### config.mk
export PLATFORM = sky130hd
export DESIGN_NAME = memory_master
export DESIGN_NICKNAME = d
export VERILOG_FILES = /design/src/rtl/memory_master.sv
export SDC_FILE = /design/constraint.sdc
export NUM_CORES = 1
export LEC_CHECK = 0
export CORE_AREA = 2 2 59 61
export DETAILED_ROUTE_END_ITERATION = 7
export DIE_AREA = 0 0 61 63
export HOLD_SLACK_MARGIN = 0.03
export PLACE_DENSITY = 0.83
export SLEW_MARGIN = 20
export SYNTH_ARGS = -nofsm -noshare
export SYNTH_HDL_FRONTEND = slang
export SYNTH_SLANG_ARGS = --single-unit
### constraint.sdc
create_clock -name clk -period 1.4 [get_ports clk]
set_input_delay 0.14 -clock clk [delete_from_list [all_inputs] [get_ports clk]]
set_output_delay 0.14 -clock clk [all_outputs]
set_load 0.02 [all_outputs]
### src/rtl/memory_master.sv
// Bus initiator for the 8-bit RAM port: one load/store at a time, IDLE -> ACCESS -> RELEASE.
// Latency: response pulse 4 cycles after acceptance with a 2-cycle memory; next accept 5 cycles later.
// Backpressure: req_ready only in IDLE; ACCESS waits on mem_ready (bounded when MEMORY_MASTER_TIMEOUT_EN is defined).
module memory_master #(
   parameter int ADDR_W  = 8,
   parameter int DATA_W  = 8,
   parameter int TIMEOUT = 15
) (
   input  logic              clk,
   input  logic              reset,
   input  logic              req_valid,
   output logic              req_ready,
   input  logic              req_write,
   input  logic [ADDR_W-1:0] req_addr,
   input  logic [DATA_W-1:0] req_wdata,
   output logic              resp_valid,
   output logic [DATA_W-1:0] resp_rdata,
   output logic              resp_err,
   output logic              busy,
   output logic              mem_en,
   output logic              mem_read,
   output logic              mem_write,
   output logic [ADDR_W-1:0] mem_address,
   output logic [DATA_W-1:0] mem_wdata,
   input  logic [DATA_W-1:0] mem_rdata,
   input  logic              mem_ready
);

   // The abort counter is 8 bits wide, so TIMEOUT must fit it and leave room for a real access.
   if (TIMEOUT < 3 || TIMEOUT > 255) begin : g_timeout_range
      $error("memory_master: TIMEOUT must be in 3..255");
   end

   typedef enum logic [1:0] {
      IDLE    = 2'd0,
      ACCESS  = 2'd1,
      RELEASE = 2'd2
   } state_t;

   state_t            state_q, state_d;
   logic              mem_en_q, mem_en_d;
   logic              mem_read_q, mem_read_d;
   logic              mem_write_q, mem_write_d;
   logic              op_q, op_d;
   logic [ADDR_W-1:0] addr_q, addr_d;
   logic [DATA_W-1:0] wdata_q, wdata_d;
   logic [DATA_W-1:0] rdata_q, rdata_d;
   logic              resp_valid_q, resp_valid_d;

`ifdef MEMORY_MASTER_TIMEOUT_EN
   // Count value seen on the last permitted ACCESS cycle.
   localparam logic [7:0] TIMEOUT_LAST = 8'(TIMEOUT - 1);
   logic [7:0]        cnt_q, cnt_d;
   logic              resp_err_q, resp_err_d;
`endif

   // Next-state and registered-output computation for the request/access/release sequence.
   always_comb begin
      state_d      = state_q;
      mem_en_d     = mem_en_q;
      mem_read_d   = mem_read_q;
      mem_write_d  = mem_write_q;
      op_d         = op_q;
      addr_d       = addr_q;
      wdata_d      = wdata_q;
      rdata_d      = rdata_q;
      resp_valid_d = 1'b0;
`ifdef MEMORY_MASTER_TIMEOUT_EN
      cnt_d        = cnt_q;
      resp_err_d   = 1'b0;
`endif
      case (state_q)
         IDLE: begin
            if (req_valid) begin
               op_d        = req_write;
               addr_d      = req_addr;
               wdata_d     = req_wdata;
               mem_en_d    = 1'b1;
               mem_read_d  = !req_write;
               mem_write_d = req_write;
`ifdef MEMORY_MASTER_TIMEOUT_EN
               cnt_d       = 8'd0;
`endif
               state_d     = ACCESS;
            end
         end
         ACCESS: begin
            // mem_ready is checked first so a late ready on the timeout cycle still completes.
            if (mem_ready) begin
               if (!op_q) begin
                  rdata_d = mem_rdata;
               end
               mem_en_d     = 1'b0;
               mem_read_d   = 1'b0;
               mem_write_d  = 1'b0;
               resp_valid_d = 1'b1;
               state_d      = RELEASE;
            end
`ifdef MEMORY_MASTER_TIMEOUT_EN
            else if (cnt_q == TIMEOUT_LAST) begin
               mem_en_d     = 1'b0;
               mem_read_d   = 1'b0;
               mem_write_d  = 1'b0;
               resp_valid_d = 1'b1;
               resp_err_d   = 1'b1;
               state_d      = RELEASE;
            end else begin
               cnt_d = cnt_q + 8'd1;
            end
`endif
         end
         RELEASE: begin
            // One disabled cycle lets the memory clear its ready counter.
            state_d = IDLE;
         end
         default: begin
            mem_en_d    = 1'b0;
            mem_read_d  = 1'b0;
            mem_write_d = 1'b0;
            state_d     = IDLE;
         end
      endcase
   end

   // State and output registers with synchronous reset.
   always_ff @(posedge clk) begin
      if (reset) begin
         state_q      <= IDLE;
         mem_en_q     <= 1'b0;
         mem_read_q   <= 1'b0;
         mem_write_q  <= 1'b0;
         op_q         <= 1'b0;
         addr_q       <= '0;
         wdata_q      <= '0;
         rdata_q      <= '0;
         resp_valid_q <= 1'b0;
`ifdef MEMORY_MASTER_TIMEOUT_EN
         cnt_q        <= 8'd0;
         resp_err_q   <= 1'b0;
`endif
      end else begin
         state_q      <= state_d;
         mem_en_q     <= mem_en_d;
         mem_read_q   <= mem_read_d;
         mem_write_q  <= mem_write_d;
         op_q         <= op_d;
         addr_q       <= addr_d;
         wdata_q      <= wdata_d;
         rdata_q      <= rdata_d;
         resp_valid_q <= resp_valid_d;
`ifdef MEMORY_MASTER_TIMEOUT_EN
         cnt_q        <= cnt_d;
         resp_err_q   <= resp_err_d;
`endif
      end
   end

   assign req_ready   = (state_q == IDLE);
   assign busy        = (state_q != IDLE);
   assign mem_en      = mem_en_q;
   assign mem_read    = mem_read_q;
   assign mem_write   = mem_write_q;
   assign mem_address = addr_q;
   assign mem_wdata   = wdata_q;
   assign resp_valid  = resp_valid_q;
   assign resp_rdata  = rdata_q;
`ifdef MEMORY_MASTER_TIMEOUT_EN
   assign resp_err    = resp_err_q;
`else
   assign resp_err    = 1'b0;
`endif

endmodule

==> impl_metrics.toml, run 1 <==
[sta]
fmax_ghz = 0.776
hold_violations = 0
report.final.slew_viol_count = 0
finalSetupViolations = 0
period_needed_ns = 1.29
fin_skew_ns = 0.0103
finalCritPeriodShare_pct = 92.0
tns_ns = 0
rsz0062_at_grt = "no"

[grt]
first_global_vias = 1005
antenna_found_initial = 0
grt_max_degree = 32
grt_usage_pct = 15.0
grt_pass1_wl_um = 4250
grt_overflow = 0

[synth]
syn_area_mm2 = 0.00115
syn_area_per_cell_um2 = 9.05
synthXorXnorAreaFrac_pct = 0
ys_warn_count = 0
ys_types = 20
syn-num-nets = 156
synth_fa_ha_area_share_pct = 0
synth-simple-area-share_pct = 21.5
syn_inst = 127
synth.area.top_cells = "dfxtp_1 (54%), nand2_1 (11%), a21oi_1 (8.7%)"
synth_top_family_by_area = "simple AND/OR/NAND/NOR gates"
muxShareOfSynthArea_pct = 7.83
synth-compound-area-share_pct = 9.14
synth-seq-cells = 31
yosysSeqAreaShare_pct = 54.0
yosys.area.top_type_share_pct = 54.0
synth_top_area_cell = "dfxtp_1"

[cts]
path_clk_slew_ns = 0.10
cts_buffers = 5
clock_path_buffers = 2
clk_latency_ns = 0.33
cts_tree = "done"
clock_sinks = 31
root_buffer = "clkbuf_4"
cts_max_level = 2
ctsHoldBuffers = 0

[route]
drt_drc_violations_left = 0
firstDrtPassIters = 4
wirelength_um = 2590
wl_met3_um = 255
dr_total_vias = 1065
wl_met1_um = 1080
final_antenna_net_count = 0
vias_per_cell = 4.46
met2_length_um = 1210
avgRoutedWirePerCell_um = 10.9
dr.first_iter.drc_count = 33
routed.top_layer = "met4"

[power_and_ir_drop]
finalPower_uw = 1810
peakVddDrop_uv = 476
power_density_mw_per_mm2 = 997
p_clk_share_pct = 27.0
comb_power_share_pct = 20.4
leakage_uw = 0.000816
p_switching_uw = 496
p_seq_share_pct = 52.7
p_int_uw = 1310
switching_share_pct = 27.4

[final_layout]
final_nets = 221
drive_gt1_share_pct = 11.4
layout_commonest_cell = "nand2_1"
layout_common_cells = "nand2_1 (33), dfxtp_1 (31), clkdlybuf4s50_1 (28), dlygate4sd2_1 (28), a21oi_1 (20)"
fillerInstances = 310
syn2layout_area_growth_pct = 57.8
num_antenna_cells = 0

[outcome]
outcome = "finished clean"

[hold_path]
hold_class = "in2reg"
holdPathStages = 3

[placement]
port_buffers = 58
dp_hpwl_um = 1890
place_congestion = 0.672

[setup_path]
rr_worst_depth = 5
crit_fanout = 2
worstSetupStartpointType = "register"
required_ns = 1.26
worstPathArrival_ns = 1.15
path_class = "reg2out"
cp-end-kind = "output port"

[die]
start_util_pct = 35.6
die_y_um = 63
coreArea_mm2 = 0.00323
dieArea_mm2 = 0.00384
fp.dieW_um = 61
pin_count = 60
row_count = 21

[job]
maxCapViolations = 0
## path summary, 6_finish.rpt
kind	from	end	slack, ns
worst max-delay path	state_q[0]	req_ready	0.11
worst min-delay path	req_addr[1]	mem_address[1]	0.36
worst max register to register	state_q[0]	mem_write	0.11
worst min register to register	mem_wdata[1]	mem_wdata[1]	0.45
## worst max-delay path: stages (launching register included)
cell,delay [ns]
dfxtp_1,0.32
or2_2,0.30
inv_1,0.05
buf_2,0.15
## metal layers
layer,vias to the layer above,track usage (%)
li1,541,-
met1,477,16.1
met2,41,23.8
met3,6,8.49
met4,0,5.71
met5,-,0
## state kept, by name, indices dropped and copies added (netlist names)
register,cells
mem_wdata,8
resp_rdata,8
state_q,2
resp_valid,1
mem_en,1
op_q,1
mem_address,8
mem_write,1
mem_read,1
## timing repair
action / 4_1_cts / 5_1_grt
resized for setup: 35 / 2
buffers inserted: 0 / 0
setup endpoints to repair: 30 / 2
## cell type report
type	instances	area (µm²)	area share [%]
inverter	2	7.51	0.414
clock buffer	7	45.0	2.48
tap	46	57.6	3.17
timing repair buffer	67	632	34.8
multi-input combinational	85	447	24.6
sequential	31	621	34.2
clock inverter	1	5.00	0.276
## metrics by stage
step / instance area, µm² / hold slack (ns) / utilization [%] / setup WS, ns / std cells
5_1_grt: 1810 / 0.345 / 56.1 / 0.0354 / 239
2_1_floorplan: 1150 / 0.217 / - / 0.131 / 127
3_3_place_gp: 1810 / 0.442 / 55.9 / -0.0376 / 231
3_5_place_dp: 1810 / 0.448 / 55.9 / -0.0504 / 231
4_1_cts: 1820 / 0.341 / 56.2 / 0.0252 / 239
6_report: 1810 / 0.356 / 56.1 / 0.111 / 239
## Yosys cell counts, drive strengths merged
| master | instances |
|---|---|
| clkbuf | 3 |
| nor2 | 9 |
| inv | 2 |
| nor3b | 1 |
| or2 | 1 |
| nor3 | 3 |
| nand2 | 35 |
| and4bb | 1 |
| conb | 1 |
| a21oi | 20 |
| or3b | 1 |
| mux2i | 9 |
| buf | 6 |
| o21ai | 1 |
| dfxtp | 31 |
| nand3 | 2 |
| nand2b | 1 |
## power groups by stage
stage / registers (µW) / clock network (µW) / logic, µW
2_1_floorplan: 1030 / 0 / 140
3_3_place_gp: 973 / 0 / 400
3_5_place_dp: 976 / 0 / 406
4_1_cts: 954 / 507 / 374
5_1_grt: 960 / 539 / 402
6_report: 952 / 487 / 368
## logic make-up after synthesis
logic type | count (synthesis)
other | 1
buffers and inverters | 11
multiplexers | 9
AO/OA/AOI/OAI | 21
AND/OR/NAND/NOR | 54
flip-flops | 31
Note: power is estimated with default switching activity, not from simulation.
==> inputs of run 2 (changes only) <==
GPL_ROUTABILITY_DRIVEN = 0   (was default)
==> results of run 2 <==
Final layout, timing and power as in run 1 (identical DEF).
==> inputs of run 3 (changes only) <==
PLACE_DENSITY = 0.74   (was 0.83)
==> impl_metrics.toml, run 3 (synthesis gave the netlist of run 1 again) <==
[outcome]
outcome = "finished clean"

[die]
row_count = 21
fp.dieW_um = 61
pin_count = 60
dieArea_mm2 = 0.00384
start_util_pct = 35.6
coreArea_mm2 = 0.00323
die_y_um = 63

[route]
dr.first_iter.drc_count = 47
firstDrtPassIters = 2
final_antenna_net_count = 0
drt_drc_violations_left = 0
dr_total_vias = 1057
avgRoutedWirePerCell_um = 11.6
vias_per_cell = 4.44
wirelength_um = 2760

[power_and_ir_drop]
comb_power_share_pct = 20.6
switching_share_pct = 27.1
p_seq_share_pct = 52.9
finalPower_uw = 1800
p_int_uw = 1310
peakVddDrop_uv = 491
p_switching_uw = 489
power_density_mw_per_mm2 = 995
leakage_uw = 0.000824
p_clk_share_pct = 26.5

[cts]
cts_buffers = 5
cts_setup_buffers = 0
clk_latency_ns = 0.32
root_buffer = "clkbuf_4"
ctsHoldBuffers = 0
cts_max_level = 2
cts_resized = 34
clock_path_buffers = 2
cts_tree = "done"
path_clk_slew_ns = 0.09
clock_sinks = 31

[grt]
first_global_vias = 996
grt_overflow = 0
grt_pass1_wl_um = 4400
grt_max_degree = 32
grt_usage_pct = 15.8
antenna_found_initial = 0

[setup_path]
rr_worst_depth = 5
crit_top_cell = "buf_4"
rr_endpoint = "mem_wdata[2]"
reg2reg_from = "state_q[0]"
path_class = "reg2reg"
worstPathArrival_ns = 1.53
crit_fanout = 12
worstSetupStartpointType = "register"
cpLargestDelayFamily = "simple AND/OR/NAND/NOR gates"
cp-end-kind = "register"
crit_path_max_incr_delay_ns = 0.40
regToRegSetupSlack_ns = 0.08
required_ns = 1.61
critPathSlowestCell = "or3b_1"
cp_cell_sequence = "buf_4 > or3b_1 > buf_4 > nand2_1 > a21oi_1"
cp_num_buf_inv = 2

[placement]
dp_hpwl_um = 2100
place_area_mm2 = 0.00180
port_buffers = 58
pre_cts_slack_ns = -0.103

[sta]
rsz0062_at_grt = "no"
finalCritPeriodShare_pct = 94.2
fin_skew_ns = 0.00530
report.final.slew_viol_count = 0
fmax_ghz = 0.758
layout_setup_ws_ns = 0.0806
hold_violations = 0
fin_hold_ws_ns = 0.351
finalSetupViolations = 0
period_needed_ns = 1.32

[final_layout]
regArea_um2 = 621
fillerInstances = 318
drive_gt1_share_pct = 10.9
layout_common_cells = "nand2_1 (33), dfxtp_1 (31), clkdlybuf4s50_1 (28), dlygate4sd2_1 (27), a21oi_1 (20)"
syn2layout_area_growth_pct = 57.5
final_nets = 220
fin_util_pct = 56.0
num_antenna_cells = 0
layout_commonest_cell = "nand2_1"
multi_input_area_um2 = 450
design_area_mm2 = 0.00181

[job]
maxCapViolations = 0

[hold_path]
hold_start = "req_addr[5]"
holdPathStages = 3
hold_class = "in2reg"
holdPathEnd = "mem_address[5]"
run 3: metrics by stage:
| step | setup TNS (ns) | instances |
|---|---|---|
| floorplan | 0 | 127 |
| global placement | -0.765 | 230 |
| detailed placement | -1.57 | 230 |
| CTS | 0 | 238 |
| global route | 0 | 238 |
| finish | 0 | 238 |
run 3: cell type report:
type,count,share of cell area [%]
Tap cell,46,3.18
Multi-Input combinational cell,85,24.9
Timing Repair Buffer,66,34.5
Inverter,2,0.415
Clock inverter,1,0.276
Sequential cell,31,34.3
Clock buffer,7,2.49
run 3: metal layers:
layer,GRT usage (%),vias up,routed length (µm)
li1,-,538,-
met1,15.9,477,1080
met2,27.0,38,1460
met3,8.28,4,205
met4,5.71,0,14
met5,0,-,0
run 3: worst max path at each step:
| stage | from | to | slack, ns | cells past startpoint |
|---|---|---|---|---|
| 2_1_floorplan | state_q[1] | mem_address[0] | 0.13 | 6 |
| 3_3_place_gp | mem_ready | resp_rdata[1] | -0.05 | 4 |
| 3_5_place_dp | mem_ready | resp_rdata[4] | -0.10 | 4 |
| 4_1_cts | resp_valid | resp_valid | 0.01 | 1 |
| 5_1_grt | state_q[0] | mem_wdata[2] | 0.002 | 5 |
| 6_report | state_q[0] | mem_wdata[2] | 0.08 | 5 |
run 3: tightest hold or removal path, cell delays in order:
cell,delay (ns)
clkdlybuf4s50_1,0.40
nand2_1,0.05
a21oi_1,0.05
run 3: power by group through the flow:
stage / logic [µW] / registers [µW] / clock network (µW)
floorplan: 140 / 1030 / 0
global placement: 399 / 974 / 0
detailed placement: 409 / 976 / 0
CTS: 377 / 955 / 501
global route: 402 / 960 / 546
finish: 371 / 953 / 477
